### src/rtl/getir_kuyruklu_pkg.sv
// Shared constants for the getir_kuyruklu fetch stage: NOP encoding and prefetch queue entry width.
package getir_kuyruklu_pkg;

    localparam logic [31:0] NOP_BUYRUK = 32'h0000_0013;

    // One queue entry carries the instruction word above its PC.
    function automatic int kuyruk_genislik(input int adr_w);
        return 32 + adr_w;
    endfunction

endpackage

### src/rtl/getir_kuyrugu.sv
// Parametrised prefetch FIFO for the fetch stage: push/pop/flush with full, empty and count.
module getir_kuyrugu #(
    parameter int WIDTH = 50,
    parameter int DEPTH = 4
) (
    input  logic                     clk_i,
    input  logic                     rst_i,
    input  logic                     push_i,
    input  logic                     pop_i,
    input  logic                     flush_i,
    input  logic [WIDTH-1:0]         veri_i,
    output logic [WIDTH-1:0]         veri_o,
    output logic                     full_o,
    output logic                     empty_o,
    output logic [$clog2(DEPTH):0]   count_o
);

    localparam int PW = $clog2(DEPTH);

    logic [WIDTH-1:0] mem [DEPTH];
    logic [PW-1:0]    wr_ptr;
    logic [PW-1:0]    rd_ptr;
    logic [PW:0]      count;
    logic             push_ok;
    logic             pop_ok;

    assign full_o  = (count == (PW+1)'(DEPTH));
    assign empty_o = (count == '0);
    assign count_o = count;
    assign veri_o  = mem[rd_ptr];

    // A full queue refuses pushes even when a pop happens in the same cycle.
    assign push_ok = push_i && !full_o && !flush_i;
    assign pop_ok  = pop_i && !empty_o && !flush_i;

    always_ff @(posedge clk_i) begin
        if (push_ok) begin
            mem[wr_ptr] <= veri_i;
        end
    end

    // DEPTH is a power of two, so the pointers wrap by natural overflow.
    always_ff @(posedge clk_i or posedge rst_i) begin
        if (rst_i) begin
            wr_ptr <= '0;
            rd_ptr <= '0;
            count  <= '0;
        end else if (flush_i) begin
            wr_ptr <= '0;
            rd_ptr <= '0;
            count  <= '0;
        end else begin
            if (push_ok) begin
                wr_ptr <= wr_ptr + PW'(1);
            end
            if (pop_ok) begin
                rd_ptr <= rd_ptr + PW'(1);
            end
            case ({push_ok, pop_ok})
                2'b10:   count <= count + (PW+1)'(1);
                2'b01:   count <= count - (PW+1)'(1);
                default: count <= count;
            endcase
        end
    end

endmodule

### src/rtl/getir_kuyruklu.sv
// Fetch stage with prefetch queue feeding the cyo_* decode register.
// Optional performance counters are enabled by defining GETIR_BASARIM_SAYAC_EN.
module getir_kuyruklu
    import getir_kuyruklu_pkg::*;
#(
    parameter int               ADR_W           = 18,
    parameter int               KUYRUK_DERINLIK = 4,
    parameter logic [ADR_W:1]   BASLANGIC_PS    = '0
) (
    input  logic             clk_i,
    input  logic             rst_i,
    input  logic             l1b_bekle_i,
    input  logic [31:0]      l1b_deger_i,
    output logic [ADR_W:1]   l1b_adr_o,
    input  logic             yrt_atlanan_ps_gecerli_i,
    input  logic [ADR_W:1]   yrt_atlanan_ps_i,
    input  logic             ddb_durdur_i,
    input  logic             ddb_bosalt_i,
    output logic             ddb_hazir_o,
    output logic             ddb_yanlis_tahmin_o,
    output logic [31:0]      cyo_buyruk_o,
    output logic [ADR_W:1]   cyo_ps_o,
    output logic [ADR_W:1]   cyo_ps_artmis_o,
    output logic             cyo_gecerli_o
`ifdef GETIR_BASARIM_SAYAC_EN
    ,
    output logic [31:0]      sayac_buyruk_o,
    output logic [31:0]      sayac_bekleme_o
`endif
);

    localparam int GEN = kuyruk_genislik(ADR_W);
    localparam int CW  = $clog2(KUYRUK_DERINLIK) + 1;

    logic [ADR_W:1]  ps_q;
    logic            kabul;
    logic            cek;
    logic            dolu;
    logic            bos;
    logic [CW-1:0]   sayi;
    logic [GEN-1:0]  kuyruk_giris;
    logic [GEN-1:0]  kuyruk_cikis;
    logic [31:0]     bas_buyruk;
    logic [ADR_W:1]  bas_ps;

    // A redirect wins over everything: the L1 word of that cycle is dropped and nothing is popped.
    assign kabul        = !l1b_bekle_i && !dolu && !yrt_atlanan_ps_gecerli_i;
    assign cek          = !ddb_durdur_i && !ddb_bosalt_i && !yrt_atlanan_ps_gecerli_i && !bos;
    assign kuyruk_giris = {l1b_deger_i, ps_q};
    assign {bas_buyruk, bas_ps} = kuyruk_cikis;

    getir_kuyrugu #(
        .WIDTH (GEN),
        .DEPTH (KUYRUK_DERINLIK)
    ) u_kuyruk (
        .clk_i   (clk_i),
        .rst_i   (rst_i),
        .push_i  (kabul),
        .pop_i   (cek),
        .flush_i (yrt_atlanan_ps_gecerli_i),
        .veri_i  (kuyruk_giris),
        .veri_o  (kuyruk_cikis),
        .full_o  (dolu),
        .empty_o (bos),
        .count_o (sayi)
    );

    assign l1b_adr_o       = ps_q;
    assign ddb_hazir_o     = (sayi != '0);
    assign cyo_ps_artmis_o = cyo_ps_o + ADR_W'(2);

    // The fetch PC only advances on an accepted word, so a dropped word is re-requested.
    always_ff @(posedge clk_i or posedge rst_i) begin
        if (rst_i) begin
            ps_q <= BASLANGIC_PS;
        end else if (yrt_atlanan_ps_gecerli_i) begin
            ps_q <= yrt_atlanan_ps_i;
        end else if (kabul) begin
            ps_q <= ps_q + ADR_W'(2);
        end
    end

    // Decode register: bubble on redirect or flush, hold on stall, otherwise pop or insert a NOP.
    always_ff @(posedge clk_i or posedge rst_i) begin
        if (rst_i) begin
            cyo_buyruk_o  <= NOP_BUYRUK;
            cyo_ps_o      <= '0;
            cyo_gecerli_o <= 1'b0;
        end else if (yrt_atlanan_ps_gecerli_i || ddb_bosalt_i) begin
            cyo_buyruk_o  <= NOP_BUYRUK;
            cyo_gecerli_o <= 1'b0;
        end else if (!ddb_durdur_i) begin
            if (!bos) begin
                cyo_buyruk_o  <= bas_buyruk;
                cyo_ps_o      <= bas_ps;
                cyo_gecerli_o <= 1'b1;
            end else begin
                cyo_buyruk_o  <= NOP_BUYRUK;
                cyo_gecerli_o <= 1'b0;
            end
        end
    end

    always_ff @(posedge clk_i or posedge rst_i) begin
        if (rst_i) begin
            ddb_yanlis_tahmin_o <= 1'b0;
        end else begin
            ddb_yanlis_tahmin_o <= yrt_atlanan_ps_gecerli_i;
        end
    end

`ifdef GETIR_BASARIM_SAYAC_EN
    // Counters keep running across redirects; only reset clears them.
    always_ff @(posedge clk_i or posedge rst_i) begin
        if (rst_i) begin
            sayac_buyruk_o  <= '0;
            sayac_bekleme_o <= '0;
        end else begin
            if (cek) begin
                sayac_buyruk_o <= sayac_buyruk_o + 32'd1;
            end
            if (l1b_bekle_i) begin
                sayac_bekleme_o <= sayac_bekleme_o + 32'd1;
            end
        end
    end
`endif

endmodule
### config.mk
export PLATFORM = sky130hd
export DESIGN_NAME = getir_kuyruklu
export DESIGN_NICKNAME = d
export VERILOG_FILES = /design/src/rtl/getir_kuyruklu_pkg.sv /design/src/rtl/getir_kuyrugu.sv /design/src/rtl/getir_kuyruklu.sv
export SDC_FILE = /design/constraint.sdc
export NUM_CORES = 1
export LEC_CHECK = 0
export ABC_CLOCK_PERIOD_IN_PS = 7000
export BUFFER_PORTS_ARGS = -buffer_cell sky130_fd_sc_hd__buf_2
export CORE_MARGIN = 4
export CORE_UTILIZATION = 60
export CTS_CLUSTER_SIZE = 30
export DETAILED_ROUTE_END_ITERATION = 12
export HOLD_SLACK_MARGIN = 0.12
export PLACE_DENSITY_LB_ADDON = 0.12
export SLEW_MARGIN = 20
export SYNTH_ARGS = -nofsm -noshare
export SYNTH_HDL_FRONTEND = slang
export SYNTH_HIERARCHICAL = 1
export SYNTH_SLANG_ARGS = --single-unit
### constraint.sdc
create_clock -name clk_i -period 7 [get_ports clk_i]
set_input_delay 0.35 -clock clk_i [delete_from_list [all_inputs] [get_ports clk_i]]
set_output_delay 0.35 -clock clk_i [all_outputs]
set_load 0.005 [all_outputs]
Word level (Yosys, flattened, before mapping)
Memories as Yosys holds them, arrays and structs flattened.
Cells that the tools add are included.
{"block": "op_classes", "n_eq_ne": 4, "n_bitwise": 3, "n_reduce_logical": 23, "muxes": 16, "n_addsub": 6}
{"op": "32-bit two-way mux", "count": 3}
{"op": "18-bit by 2-bit adder with 18-bit output (second input constant)", "count": 2}
{"op": "18-bit two-way mux", "count": 2}
{"op": "1-bit logical AND", "count": 9}
{"op": "2-bit two-way mux", "count": 4}
{"op": "1-bit logical NOT", "count": 6}
{"op": "3-bit one-hot mux with 2 select lines", "count": 1}
{"op": "2-bit nonzero test", "count": 3}
{"op": "3-bit nonzero test", "count": 2}
{"op": "1-bit two-way mux", "count": 5}
{"op": "2-bit by 1-bit adder with 2-bit output (second input constant)", "count": 2}
{"op": "3-bit by 1-bit adder with 3-bit output (second input constant)", "count": 1}
{"op": "3-bit == test (second input constant)", "count": 1}
{"op": "3-bit logical NOT", "count": 1}
{"op": "3-bit two-way mux", "count": 1}
{"op": "1-bit inverter", "count": 3}
{"op": "3-bit AND reduction", "count": 1}
{"op": "3-bit by 1-bit subtractor with 3-bit output (second input constant)", "count": 1}
{"op": "2-bit by 1-bit == test with 1-bit output (second input constant)", "count": 1}
{"op": "2-bit == test (second input constant)", "count": 1}
{"op": "2-bit by 1-bit != test with 1-bit output (second input constant)", "count": 1}
{"op": "1-bit logical OR", "count": 1}
{"block": "totals", "ram_bits": 200, "in_bits": 56, "regBits": 77, "memories": 1}
{"memory": "u_kuyruk.mem", "words": 4, "word_bits": 50, "read_ports": 1, "rd_clocked_by_memory_dff": 0, "write_ports": 1, "line_no": "getir_kuyrugu.sv:20", "rtl": "logic [WIDTH-1:0] mem [DEPTH];"}

Logic depth before layout (Yosys ltp)
Gate-level depths: netlist of run 1.
{"block": "logic_depth", "word_depth": 9, "mapped_depth": 14, "depth_no_buf": 10}

Hierarchy
Netlist of run 1, hierarchy kept.
{"module": "getir_kuyrugu", "instances": 1, "cells_each": 327, "area_each_um2": 7808.7}
{"module": "getir_kuyruklu", "instances": 1, "cells_each": 307, "area_each_um2": 3144.3}

Worst setup path before layout of run 1
OpenSTA, ideal clock, no wires.
{"block": "synth_path", "kind": "flip-flop to flip-flop", "startpoint": "register u_kuyruk.count[0] (netlist: u_kuyruk/count_o[0])", "endpoint": "memory u_kuyruk.mem[0][0], enable pin", "synth_period_minus_slack_ns": 3.116, "setup_slack_ns": 3.884, "stages_incl_launch_ff": 9, "n_path_buf": 1, "arrival_time_ns": 2.704, "path_cell_list": "dfrtp_1 > or2_2 > nor2_1 > or2_4 > nor2_1 > buf_4 > o21ai_4 > nor2_1 > and2_1"}
{"block": "synth_via", "elab_chain_cells": 8}
{"element": "start, declared", "line_no": "getir_kuyrugu.sv:23", "rtl": "logic [PW:0] count;"}
{"element": "start signal, assigned", "line_no": "getir_kuyrugu.sv:60", "rtl": "2'b10: count <= count + (PW+1)'(1);"}
{"element": "start signal, assigned", "line_no": "getir_kuyrugu.sv:61", "rtl": "2'b01: count <= count - (PW+1)'(1);"}
{"element": "start signal, assigned", "line_no": "getir_kuyrugu.sv:62", "rtl": "default: count <= count;"}
{"element": "3-bit == test", "line_no": "getir_kuyrugu.sv:27", "rtl": "assign full_o = (count == (PW+1)'(DEPTH));"}
{"element": "via dolu", "line_no": "getir_kuyruklu.sv:38", "rtl": "logic dolu;"}
{"element": "1-bit logical NOT", "line_no": "getir_kuyruklu.sv:47", "rtl": "assign kabul = !l1b_bekle_i && !dolu && !yrt_atlanan_ps_gecerli_i;"}
{"element": "1-bit logical AND (2 in a row)", "line_no": "getir_kuyruklu.sv:47"}
{"element": "via kabul", "line_no": "getir_kuyruklu.sv:36", "rtl": "logic kabul;"}
{"element": "1-bit logical AND (2 in a row)", "line_no": "getir_kuyrugu.sv:33", "rtl": "assign push_ok = push_i && !full_o && !flush_i;"}
{"element": "1-bit two-way mux", "line_no": "getir_kuyrugu.sv:37", "rtl": "if (push_ok) begin"}
{"element": "1-bit two-way mux (not written as such)", "line_no": "getir_kuyrugu.sv:38", "rtl": "mem[wr_ptr] <= veri_i;"}
{"element": "end, declared", "line_no": "getir_kuyrugu.sv:20"}
The timed path passes the listed nets, and every way through them passes these cells.

Final worst setup path of run 1
{"block": "layout_path", "startpoint": "register u_kuyruk.count[0] (netlist: u_kuyruk/count_o[0])", "endpoint": "memory u_kuyruk.mem[2][40], enable pin"}
Same word-level chain as after synthesis.

==> parameters.txt, run 1 <==
Parameter                              Value

Finish
  # nets final    roughly 900
  Highest-count cells in the layout ignoring fill and taps    sky130_fd_sc_hd__edfxtp_1 (200), sky130_fd_sc_hd__buf_2 (144), sky130_fd_sc_hd__nand2_1 (79)
  # diodes    0
  Leading cell type in the layout, fill and taps excluded    sky130_fd_sc_hd__edfxtp_1
  Filler instances    1,072
  Fraction of final layout cells sized beyond drive strength 1    0.317
  Post-route core utilization    0.742
  Area grow syn2layout    21.6%
  Layout Cells excl Fill    1,084

Run
  Count of maximum capacitance violations    0

Placed design
  Last weighted congestion value of the routability-driven placer    around 0.8
  Count of input and output buffers    around 140
  DP HPWL    approximately 14,000 µm
  Post-Place Cells    984

CTS
  Hold buffers post-CTS    50
  Clk_lat worst skew    roughly 0.52 ns
  Root Buffer    sky130_fd_sc_hd__clkbuf_16
  Clock net sink count    ~280
  TritonCTS clock tree    yes
  H-tree levels    1
  CTS clock-pin slew for the worst setup and hold paths    0.06 ns
  Number of buffers inserted during clock tree synthesis    27
  Postcts setup bufs    0
  Bufs on Longest Clock Path    3
  CTS-repair resized insts    0

Floorplan
  Initial Util    0.610
  Site Rows    49
  Standard cell core area    ~18,000 µm²
  Die height    between 100 and 150 µm
  Die area    between 20,000 and 25,000 µm²
  Die outline width    ~140 µm
  I/O pin total    145

Synthesis
  Synth Net Count    roughly 700
  Dominant synthesized flop cell    sky130_fd_sc_hd__edfxtp_1
  Number of synthesized register bits    ~280
  Number of unique standard cell types used by synthesis    49
  Number of synthesis warnings    6
  Average cell area after synthesis    about 17 µm²
  Sequential-to-total area share from yosys stat    0.725
  Number of flops mapped to enable cells by yosys    200
  Total standard cell area after synthesis    about 11,000 µm²
  Fraction of registers with async set/reset    0.278
  Gate count of the mapped netlist    approximately 630

Global routing
  Vias in the first global route    approximately 6.7k
  First-pass GRT wire length    37,300 µm
  Total GRT Usage    0.237
  Initial antenna violation count    1
  Global route overflow    0
  Maximum number of pins on one net before global-route repair    61

STA
  Final Max Tran Viols    0
  Final count of hold timing violations    0
  Worst Tran Pin Value    a little over 0.8 ns
  Post-route worst hold slack    roughly 0.15 ns
  Final clock skew    ~0.011 ns
  Final cycle utilization of the critical path    0.520
  Final setup violating endpoints    0
  Rel. slew slack    0.449
  Fmax    275 MHz
  Crit path time final    roughly 3.6 ns
  RSZ-0062 raised after global routing    false
  Setup TNS    0 ns

Worst setup path
  Endpoint required time on the critical path    between 7 and 8 ns
  CP Max Fanout    26
  Endpoint class of the critical path    flip-flop
  Launching element type of the critical path    flip-flop
  Critical path arrival    3.81 ns
  Crit path kind    flip-flop to flip-flop

Routing
  Number of DRC violations after detailed-routing iteration 0    400
  Iteration count of the initial detailed-routing pass    6
  Detailed-route via count    around 6.4k
  Final routed DRC violation total    0
  Mean routed wirelength per cell    between 20 and 25 µm
  Remaining number of nets flagged by the antenna check after routing    0
  Via count normalized by instance count    slightly below 6
  Total wirelength of the detailed-routed design    about 24,000 µm

Status
  Outcome    finished clean

Hold path
  Hold crit path type    input pin to flip-flop

Power and ir drop
  Leakage power total    5.14 nW
  Pwr per Cell Area    approximately 270 nW/µm²
  Max IR drop VDD    ~0.00021 V
  Design Power    around 3.6 mW
routing by layer:
metal,GRT usage,share of wire,vias to the layer above
met5,0,0.00055,-
met1,0.334,0.40,3224
li1,-,-,2838
met2,0.397,0.51,244
met3,0.0352,0.062,48
met4,0.0590,0.021,2
cell usage after synthesis (2+ instances only):
cell,instances,area [µm²]
sky130_fd_sc_hd__o22a_1,3,26.3
sky130_fd_sc_hd__inv_1,11,41.3
sky130_fd_sc_hd__mux4_2,50,1130
sky130_fd_sc_hd__xnor2_1,18,158
sky130_fd_sc_hd__and2_1,6,37.5
sky130_fd_sc_hd__nor3_1,6,30.0
sky130_fd_sc_hd__mux2_2,2,22.5
sky130_fd_sc_hd__nand4_1,10,62.6
sky130_fd_sc_hd__buf_2,7,35.0
sky130_fd_sc_hd__and4_1,3,26.3
sky130_fd_sc_hd__o21ai_0,22,110
sky130_fd_sc_hd__dfrtp_1,74,1850
sky130_fd_sc_hd__a31oi_1,6,37.5
sky130_fd_sc_hd__mux2i_1,2,20.0
sky130_fd_sc_hd__xor2_1,12,105
sky130_fd_sc_hd__buf_6,7,78.8
sky130_fd_sc_hd__or3_1,7,43.8
sky130_fd_sc_hd__nand2_1,79,297
sky130_fd_sc_hd__clkbuf_1,13,48.8
sky130_fd_sc_hd__nor2_1,22,82.6
sky130_fd_sc_hd__nand3_1,10,50.1
sky130_fd_sc_hd__dfstp_2,3,78.8
sky130_fd_sc_hd__a22o_1,29,254
sky130_fd_sc_hd__and3_1,2,12.5
sky130_fd_sc_hd__ha_1,6,75.1
sky130_fd_sc_hd__buf_4,2,15.0
sky130_fd_sc_hd__edfxtp_1,200,6010
final timing paths:
kind	start	endpoint	slack (ns)	cells after the start
min	yrt_atlanan_ps_i[18]	l1b_adr_o[18]	0.15	3
max in group asynchronous	rst_i	cyo_buyruk_o[0]	5.52	4
min in group asynchronous	rst_i	u_kuyruk/count_o[1]	0.35	3
min reg2reg	cyo_gecerli_o	cyo_gecerli_o	0.49	2
max reg2reg	u_kuyruk/count_o[0]	u_kuyruk/mem[2][40]	3.36	8
max	u_kuyruk/count_o[0]	u_kuyruk/mem[2][40]	3.36	8
state kept, by name, indices dropped and copies added (netlist names):
| name | cells |
|---|---|
| cyo_gecerli_o | 1 |
| u_kuyruk/mem | 200 |
| l1b_adr_o | 18 |
| u_kuyruk/count_o | 3 |
| cyo_buyruk_o | 32 |
| u_kuyruk/wr_ptr | 2 |
| ddb_yanlis_tahmin_o | 1 |
| u_kuyruk/rd_ptr | 2 |
| cyo_ps_o | 18 |
cell families after synthesis:
logic type	share of synthesized area
compound gates	0.0442
xor+xnor	0.0240
fa+ha+maj	0.00868
buf+inv	0.0210
flops	0.725
mux	0.108
simple gates	0.0695
area by class of cell:
class / instances / area [µm²] / share of cell area
clock buffer: 36 / 771 / 0.0579
inverter: 11 / 42.5 / 0.00319
tap: 229 / 287 / 0.0215
timing repair buffer: 203 / 1300 / 0.0977
multi-input combinational: 315 / 2790 / 0.210
sequential: 277 / 7940 / 0.596
clock inverter: 13 / 189 / 0.0142
metrics by stage:
step | worst slack, ns | cell area, µm²
6_report | 3.36 | 13300
5_1_grt | 3.14 | 13300
4_1_cts | 3.41 | 13300
3_5_place_dp | 3.39 | 11800
3_3_place_gp | 3.58 | 11800
2_1_floorplan | 3.88 | 11000
report_power, final:
part	total, mW	leakage [nW]	internal, mW	switching (mW)
Clock	1.53	0.478	0.954	0.579
Sequential	1.88	2.81	1.82	0.0651
Combinational	0.209	1.85	0.103	0.105
worst max-delay path, cell delays in order, from the launching register on:
cell and delay (ns):
sky130_fd_sc_hd__dfrtp_1 0.51, sky130_fd_sc_hd__or2_2 0.27, sky130_fd_sc_hd__nor2_1 0.11, sky130_fd_sc_hd__or2_4 0.27
sky130_fd_sc_hd__nor2_1 0.63, sky130_fd_sc_hd__o21ai_4 0.15, sky130_fd_sc_hd__nor2_1 0.21, sky130_fd_sc_hd__and2_2 0.63
sky130_fd_sc_hd__buf_4 0.49
Power figures use the tool's default switching activity.
==> run 2: changes to the inputs <==
--- a/config.mk
+++ b/config.mk
@@ -5,10 +5,10 @@
 export SDC_FILE = /design/constraint.sdc
 export NUM_CORES = 1
 export LEC_CHECK = 0
-export ABC_CLOCK_PERIOD_IN_PS = 7000
+export ABC_CLOCK_PERIOD_IN_PS = 3500
 export BUFFER_PORTS_ARGS = -buffer_cell sky130_fd_sc_hd__buf_2
 export CORE_MARGIN = 4
-export CORE_UTILIZATION = 60
+export CORE_UTILIZATION = 57
 export CTS_CLUSTER_SIZE = 30
 export DETAILED_ROUTE_END_ITERATION = 12
 export HOLD_SLACK_MARGIN = 0.12
==> constraint.sdc (replaced) <==
create_clock -name clk_i -period 3.5 [get_ports clk_i]
set_input_delay 0.175 -clock clk_i [delete_from_list [all_inputs] [get_ports clk_i]]
set_output_delay 0.175 -clock clk_i [all_outputs]
set_load 0.005 [all_outputs]
==> run 2 against run 1 <==
  * Hold slack got worse by 0.012 ns
  * Total power rose by 100%
  * Die area rose by 5.0%
  * First-iteration DRC count up 8.5%
  * Register-to-register slack got worse by 3.0 ns
  * Setup slack worse by 3.0 ns
  * Clock skew is 0.0060 ns higher
  * Sequential share of layout area down 0.83 points
  * Sequential power is 99% higher
  * Clock power increased by 100%
  * Cell count grew 4.2%
  * Fmax grew 16%
  * Critical path type unchanged
  * Critical endpoint is now u_kuyruk/count_o[2]
==> parameters.txt, run 2 (synthesized netlist as in run 1, its figures left out) <==
Parameter                              Value

Status
  Outcome    finished clean

Placed design
  Last weighted congestion value of the routability-driven placer    ~0.8
  Count of input and output buffers    between 100 and 150
  DP HPWL    around 14,000 µm
  Post-Place Cells    approximately 1.0k

STA
  Post-route worst hold slack    between 0.1 and 0.15 ns
  Final clock skew    ~0.017 ns
  Rel. slew slack    0.371
  Fmax    318 MHz
  RSZ-0062 raised after global routing    false
  Worst Tran Pin Value    between 0.9 and 1 ns
  Final Max Tran Viols    0
  Crit path time final    roughly 3.1 ns
  Final count of hold timing violations    0
  Setup TNS    0 ns
  Final setup violating endpoints    0
  Final cycle utilization of the critical path    0.900

Hold path
  Hold crit path type    input pin to flip-flop

Finish
  Storage cell area    a little under 8000 µm²
  # diodes    0
  Number of flip-flops in the largest register    200
  Footprint of the multi-input gates    ~2800 µm²
  Largest registers    u_kuyruk/mem: 200 flops, cyo_buyruk_o: 32 flops
  Area grow syn2layout    23.3%
  # nets final    roughly 900
  Fraction of final layout cells sized beyond drive strength 1    0.325
  Highest-count cells in the layout ignoring fill and taps    sky130_fd_sc_hd__edfxtp_1 (200), sky130_fd_sc_hd__buf_2 (144), sky130_fd_sc_hd__nand2_1 (79)
  Largest register by flop count    u_kuyruk/mem
  Filler instances    1,213
  Leading cell type in the layout, fill and taps excluded    sky130_fd_sc_hd__edfxtp_1
  Layout Cells excl Fill    ~1.1k

Global routing
  Maximum number of pins on one net before global-route repair    60
  Vias in the first global route    a little under 7k
  Global route overflow    0
  Initial antenna violation count    0
  Total GRT Usage    0.215
  First-pass GRT wire length    around 37,000 µm

Power and ir drop
  Max IR drop VDD    ~0.00040 V
  Design Power    about 7.3 mW
  Pwr per Cell Area    roughly 540 nW/µm²
  Leakage power total    5.22 nW

CTS
  Bufs on Longest Clock Path    3
  Root Buffer    sky130_fd_sc_hd__clkbuf_16
  H-tree levels    1
  Postcts setup bufs    0
  Clk_lat worst skew    about 0.53 ns
  TritonCTS clock tree    yes
  Number of buffers inserted during clock tree synthesis    28
  CTS clock-pin slew for the worst setup and hold paths    around 0.06 ns
  Clock net sink count    roughly 280

Routing
  Detailed-route via count    between 6k and 7k
  Number of DRC violations after detailed-routing iteration 0    ~430
  Total wirelength of the detailed-routed design    around 23,000 µm
  Remaining number of nets flagged by the antenna check after routing    0
  Via count normalized by instance count    5.69
  Iteration count of the initial detailed-routing pass    4
  Mean routed wirelength per cell    between 20 and 25 µm
  Final routed DRC violation total    0

Worst setup path
  Endpoint required time on the critical path    ~3.9 ns
  Endpoint class of the critical path    flip-flop
  Launching element type of the critical path    flip-flop
  Crit path kind    flip-flop to flip-flop
  Critical path arrival    approximately 3.6 ns
  CP Max Fanout    11

Floorplan
  Site Rows    50
  Standard cell core area    between 15,000 and 20,000 µm²
  Die height    roughly 150 µm
  Initial Util    0.582
  Die outline width    around 150 µm
  I/O pin total    145
  Die area    around 21,000 µm²

Run
  Count of maximum capacitance violations    0
run 2: path summary, 6_finish.rpt:
path	startpoint	end	slack (ns)	cells after the start
worst min-delay path	l1b_bekle_i	l1b_adr_o[3]	0.14	4
max in group asynchronous	rst_i	cyo_buyruk_o[4]	2.18	4
worst min register to register	cyo_gecerli_o	cyo_gecerli_o	0.48	2
worst max-delay path	u_kuyruk/count_o[0]	u_kuyruk/count_o[2]	0.35	10
min in group asynchronous	rst_i	u_kuyruk/rd_ptr[0]	0.15	3
worst max register to register	u_kuyruk/count_o[0]	u_kuyruk/count_o[2]	0.35	10
run 2: where the power goes:
group | internal (mW) | leakage (nW) | switching [mW]
sequential | 3.63 | 2.81 | 0.122
combinational | 0.212 | 1.91 | 0.206
clock | 1.96 | 0.492 | 1.17
total | 5.81 | 5.22 | 1.49
run 2: what timing repair did:
action,4_1_cts,5_1_grt
setup endpoints to repair,0,1
hold endpoints to repair,199,0
hold buffers,53,0
gates resized for setup,0,1
run 2: cell type report:
cell class / instances / share of cell area
Clock inverter: 14 / 0.0145
Multi-Input combinational cell: 315 / 0.207
Clock buffer: 38 / 0.0592
Sequential cell: 277 / 0.588
Inverter: 11 / 0.00315
Timing Repair Buffer: 215 / 0.104
Tap cell: 260 / 0.0241
run 2: per-stage QoR:
| stage | utilization | instance area [µm²] | worst slack [ns] |
|---|---|---|---|
| 2_1_floorplan | - | 11000 | 0.384 |
| 3_3_place_gp | 0.636 | 12000 | 0.466 |
| 3_5_place_dp | 0.636 | 12000 | 0.204 |
| 4_1_cts | 0.717 | 13500 | 0.151 |
| 5_1_grt | 0.717 | 13500 | 0.119 |
| 6_report | 0.717 | 13500 | 0.352 |
run 2: worst max-delay path, stage by stage (launching register included):
cell	delay (ns)
sky130_fd_sc_hd__dfrtp_1	0.51
sky130_fd_sc_hd__or2_2	0.25
sky130_fd_sc_hd__nor2_1	0.09
sky130_fd_sc_hd__or2_4	0.27
sky130_fd_sc_hd__nor2_2	0.37
sky130_fd_sc_hd__o21ai_0	0.21
sky130_fd_sc_hd__nor3b_1	0.20
sky130_fd_sc_hd__fa_1	0.46
sky130_fd_sc_hd__nor4b_1	0.37
sky130_fd_sc_hd__o21ai_0	0.15
sky130_fd_sc_hd__a31oi_1	0.19
run 2: routing by layer:
layer  up-vias  wire, µm  GRT usage
met5         -         0          0
met1      3289      9570      0.296
li1       2873         -          -
met2       231     11400      0.364
met3        35      1290     0.0354
met4         0       383     0.0564
==> run 3: changes to the inputs <==
--- a/config.mk
+++ b/config.mk
@@ -5,10 +5,10 @@
 export SDC_FILE = /design/constraint.sdc
 export NUM_CORES = 1
 export LEC_CHECK = 0
-export ABC_CLOCK_PERIOD_IN_PS = 3500
+export ABC_CLOCK_PERIOD_IN_PS = 2500
 export BUFFER_PORTS_ARGS = -buffer_cell sky130_fd_sc_hd__buf_2
 export CORE_MARGIN = 4
-export CORE_UTILIZATION = 57
+export CORE_UTILIZATION = 52
 export CTS_CLUSTER_SIZE = 30
 export DETAILED_ROUTE_END_ITERATION = 12
 export HOLD_SLACK_MARGIN = 0.12
==> constraint.sdc (replaced) <==
create_clock -name clk_i -period 2.5 [get_ports clk_i]
set_input_delay 0.25 -clock clk_i [delete_from_list [all_inputs] [get_ports clk_i]]
set_output_delay 0.25 -clock clk_i [all_outputs]
set_load 0.005 [all_outputs]
==> run 3 against run 2 <==
  * Combinational power is 43% higher
  * Cell count is 2.0% higher
  * Sequential power is 40% higher
  * Clock skew is 0.011 ns lower
  * Total power is 38% higher
  * Wire length is 3.6% higher
  * Clock power is 35% higher
  * Clock-buffer cell count stayed put
  * Largest power group unchanged
==> parameters.txt, run 3 (synthesized netlist as in run 1, its figures left out) <==
Parameter                              Value

Status
  Outcome    finished clean

Placed design
  DP HPWL    around 15,000 µm
  Last weighted congestion value of the routability-driven placer    0.813
  Post-Place Worst Slack    approximately 0.044 ns
  Post-Place Cells    ~1.0k
  Count of input and output buffers    144

Finish
  # diodes    0
  Largest register by flop count    u_kuyruk/mem
  # nets final    approximately 920
  Largest registers    u_kuyruk/mem: 200 flops, cyo_buyruk_o: 32 flops
  Fraction of final layout cells sized beyond drive strength 1    0.336
  Highest-count cells in the layout ignoring fill and taps    sky130_fd_sc_hd__edfxtp_1 (200), sky130_fd_sc_hd__buf_2 (144), sky130_fd_sc_hd__nand2_1 (79)
  Post-route core utilization    0.666
  Area grow syn2layout    24.7%
  Leading cell type in the layout, fill and taps excluded    sky130_fd_sc_hd__edfxtp_1
  Number of flip-flops in the largest register    200
  Layout Cells excl Fill    around 1.2k

Floorplan
  Die outline width    roughly 150 µm
  I/O pin total    145
  Site Rows    52
  Initial Util    0.534
  Die area    23,400 µm²
  Standard cell core area    just over 20,000 µm²
  Die height    about 150 µm

Run
  Count of maximum capacitance violations    0

Power and ir drop
  Pwr per Cell Area    roughly 740 nW/µm²
  Max IR drop VDD    0.000452 V
  Design Power    between 10 and 15 mW
  Leakage power total    5.26 nW

STA
  Final clock skew    0.00618 ns
  Final Max Tran Viols    0
  Post-layout worst setup margin    about 0.13 ns
  Rel. slew slack    0.602
  Final count of hold timing violations    0
  RSZ-0062 raised after global routing    false
  Final setup violating endpoints    0
  Final cycle utilization of the critical path    0.948
  Fmax    ~420 MHz
  Crit path time final    2.37 ns
  Setup TNS    0 ns
  Worst Tran Pin Value    between 0.5 and 0.6 ns

Global routing
  Maximum number of pins on one net before global-route repair    41
  Total GRT Usage    0.203
  Global route overflow    0
  First-pass GRT wire length    about 38,000 µm
  Initial antenna violation count    0
  Vias in the first global route    roughly 6.8k

CTS
  Number of buffers inserted during clock tree synthesis    29
  Bufs on Longest Clock Path    3
  H-tree levels    1
  Root Buffer    sky130_fd_sc_hd__clkbuf_16
  TritonCTS clock tree    yes
  Clock net sink count    about 280
  Clk_lat worst skew    around 0.52 ns
  CTS clock-pin slew for the worst setup and hold paths    ~0.060 ns

Worst setup path
  Launching element type of the critical path    flip-flop
  Critical path arrival    roughly 2.1 ns
  Endpoint class of the critical path    primary output
  CP Max Fanout    7
  Endpoint required time on the critical path    approximately 2.3 ns
  Crit path kind    flip-flop to primary output

Routing
  Number of DRC violations after detailed-routing iteration 0    359
  Via count normalized by instance count    approximately 5.5
  Remaining number of nets flagged by the antenna check after routing    0
  Detailed-route via count    6,386
  Final routed DRC violation total    0
  Iteration count of the initial detailed-routing pass    5
  Mean routed wirelength per cell    approximately 20 µm
  Total wirelength of the detailed-routed design    23,500 µm

Hold path
  Hold crit path type    input pin to flip-flop
## run 3: path summary, 6_finish.rpt
kind | cells past startpoint | to | slack, ns | start
setup / recovery | 6 | cyo_ps_artmis_o[17] | 0.13 | cyo_ps_o[4]
hold / removal | 4 | l1b_adr_o[2] | 0.20 | l1b_bekle_i
setup reg to reg | 10 | u_kuyruk/count_o[2] | 0.14 | u_kuyruk/count_o[2]
hold reg to reg | 1 | cyo_buyruk_o[26] | 0.50 | cyo_buyruk_o[26]
max in group asynchronous | 4 | cyo_buyruk_o[4] | 1.47 | rst_i
min in group asynchronous | 3 | u_kuyruk/count_o[1] | 0.22 | rst_i
## run 3: repair_timing
item | CTS | global route
endpoints found under the hold margin | 187 | 0
resized for setup | 0 | 6
setup buffers | 2 | 0
hold buffers | 52 | 0
endpoints found under the setup margin | 2 | 21
## run 3: final cells by class
cell class / instances / area [µm²]
Sequential cell: 277 / 7940
Fill cell: 1431 / 6840
Multi-Input combinational cell: 315 / 2810
Timing Repair Buffer: 227 / 1570
Clock buffer: 38 / 779
Tap cell: 270 / 338
Clock inverter: 15 / 180
Inverter: 11 / 42.5
## run 3: critical path, stage by stage (launching register included)
cell,delay (ns)
sky130_fd_sc_hd__dfrtp_1,0.48
sky130_fd_sc_hd__and4_1,0.27
sky130_fd_sc_hd__nand4_1,0.11
sky130_fd_sc_hd__buf_4,0.19
sky130_fd_sc_hd__nor3_1,0.22
sky130_fd_sc_hd__xor2_1,0.19
sky130_fd_sc_hd__buf_2,0.14
## run 3: report_power, final
| part | internal (mW) | switching (mW) |
|---|---|---|
| combinational | 0.303 | 0.294 |
| sequential | 5.09 | 0.172 |
| clock | 2.60 | 1.64 |
| total | 7.99 | 2.10 |
## run 3: per-stage QoR
stage / hold slack, ns / instance area [µm²]
after global placement: 0.218 / 12100
after CTS: 0.177 / 13600
after global routing: 0.205 / 13700
final: 0.197 / 13700
after floorplan: 0.0533 / 11000
after detailed placement: 0.220 / 12100
## run 3: metal layers
layer | GRT usage | part of all wire
met5 | 0 | 0
met4 | 0.0433 | 0.018
met3 | 0.0373 | 0.064
met2 | 0.335 | 0.49
met1 | 0.290 | 0.42
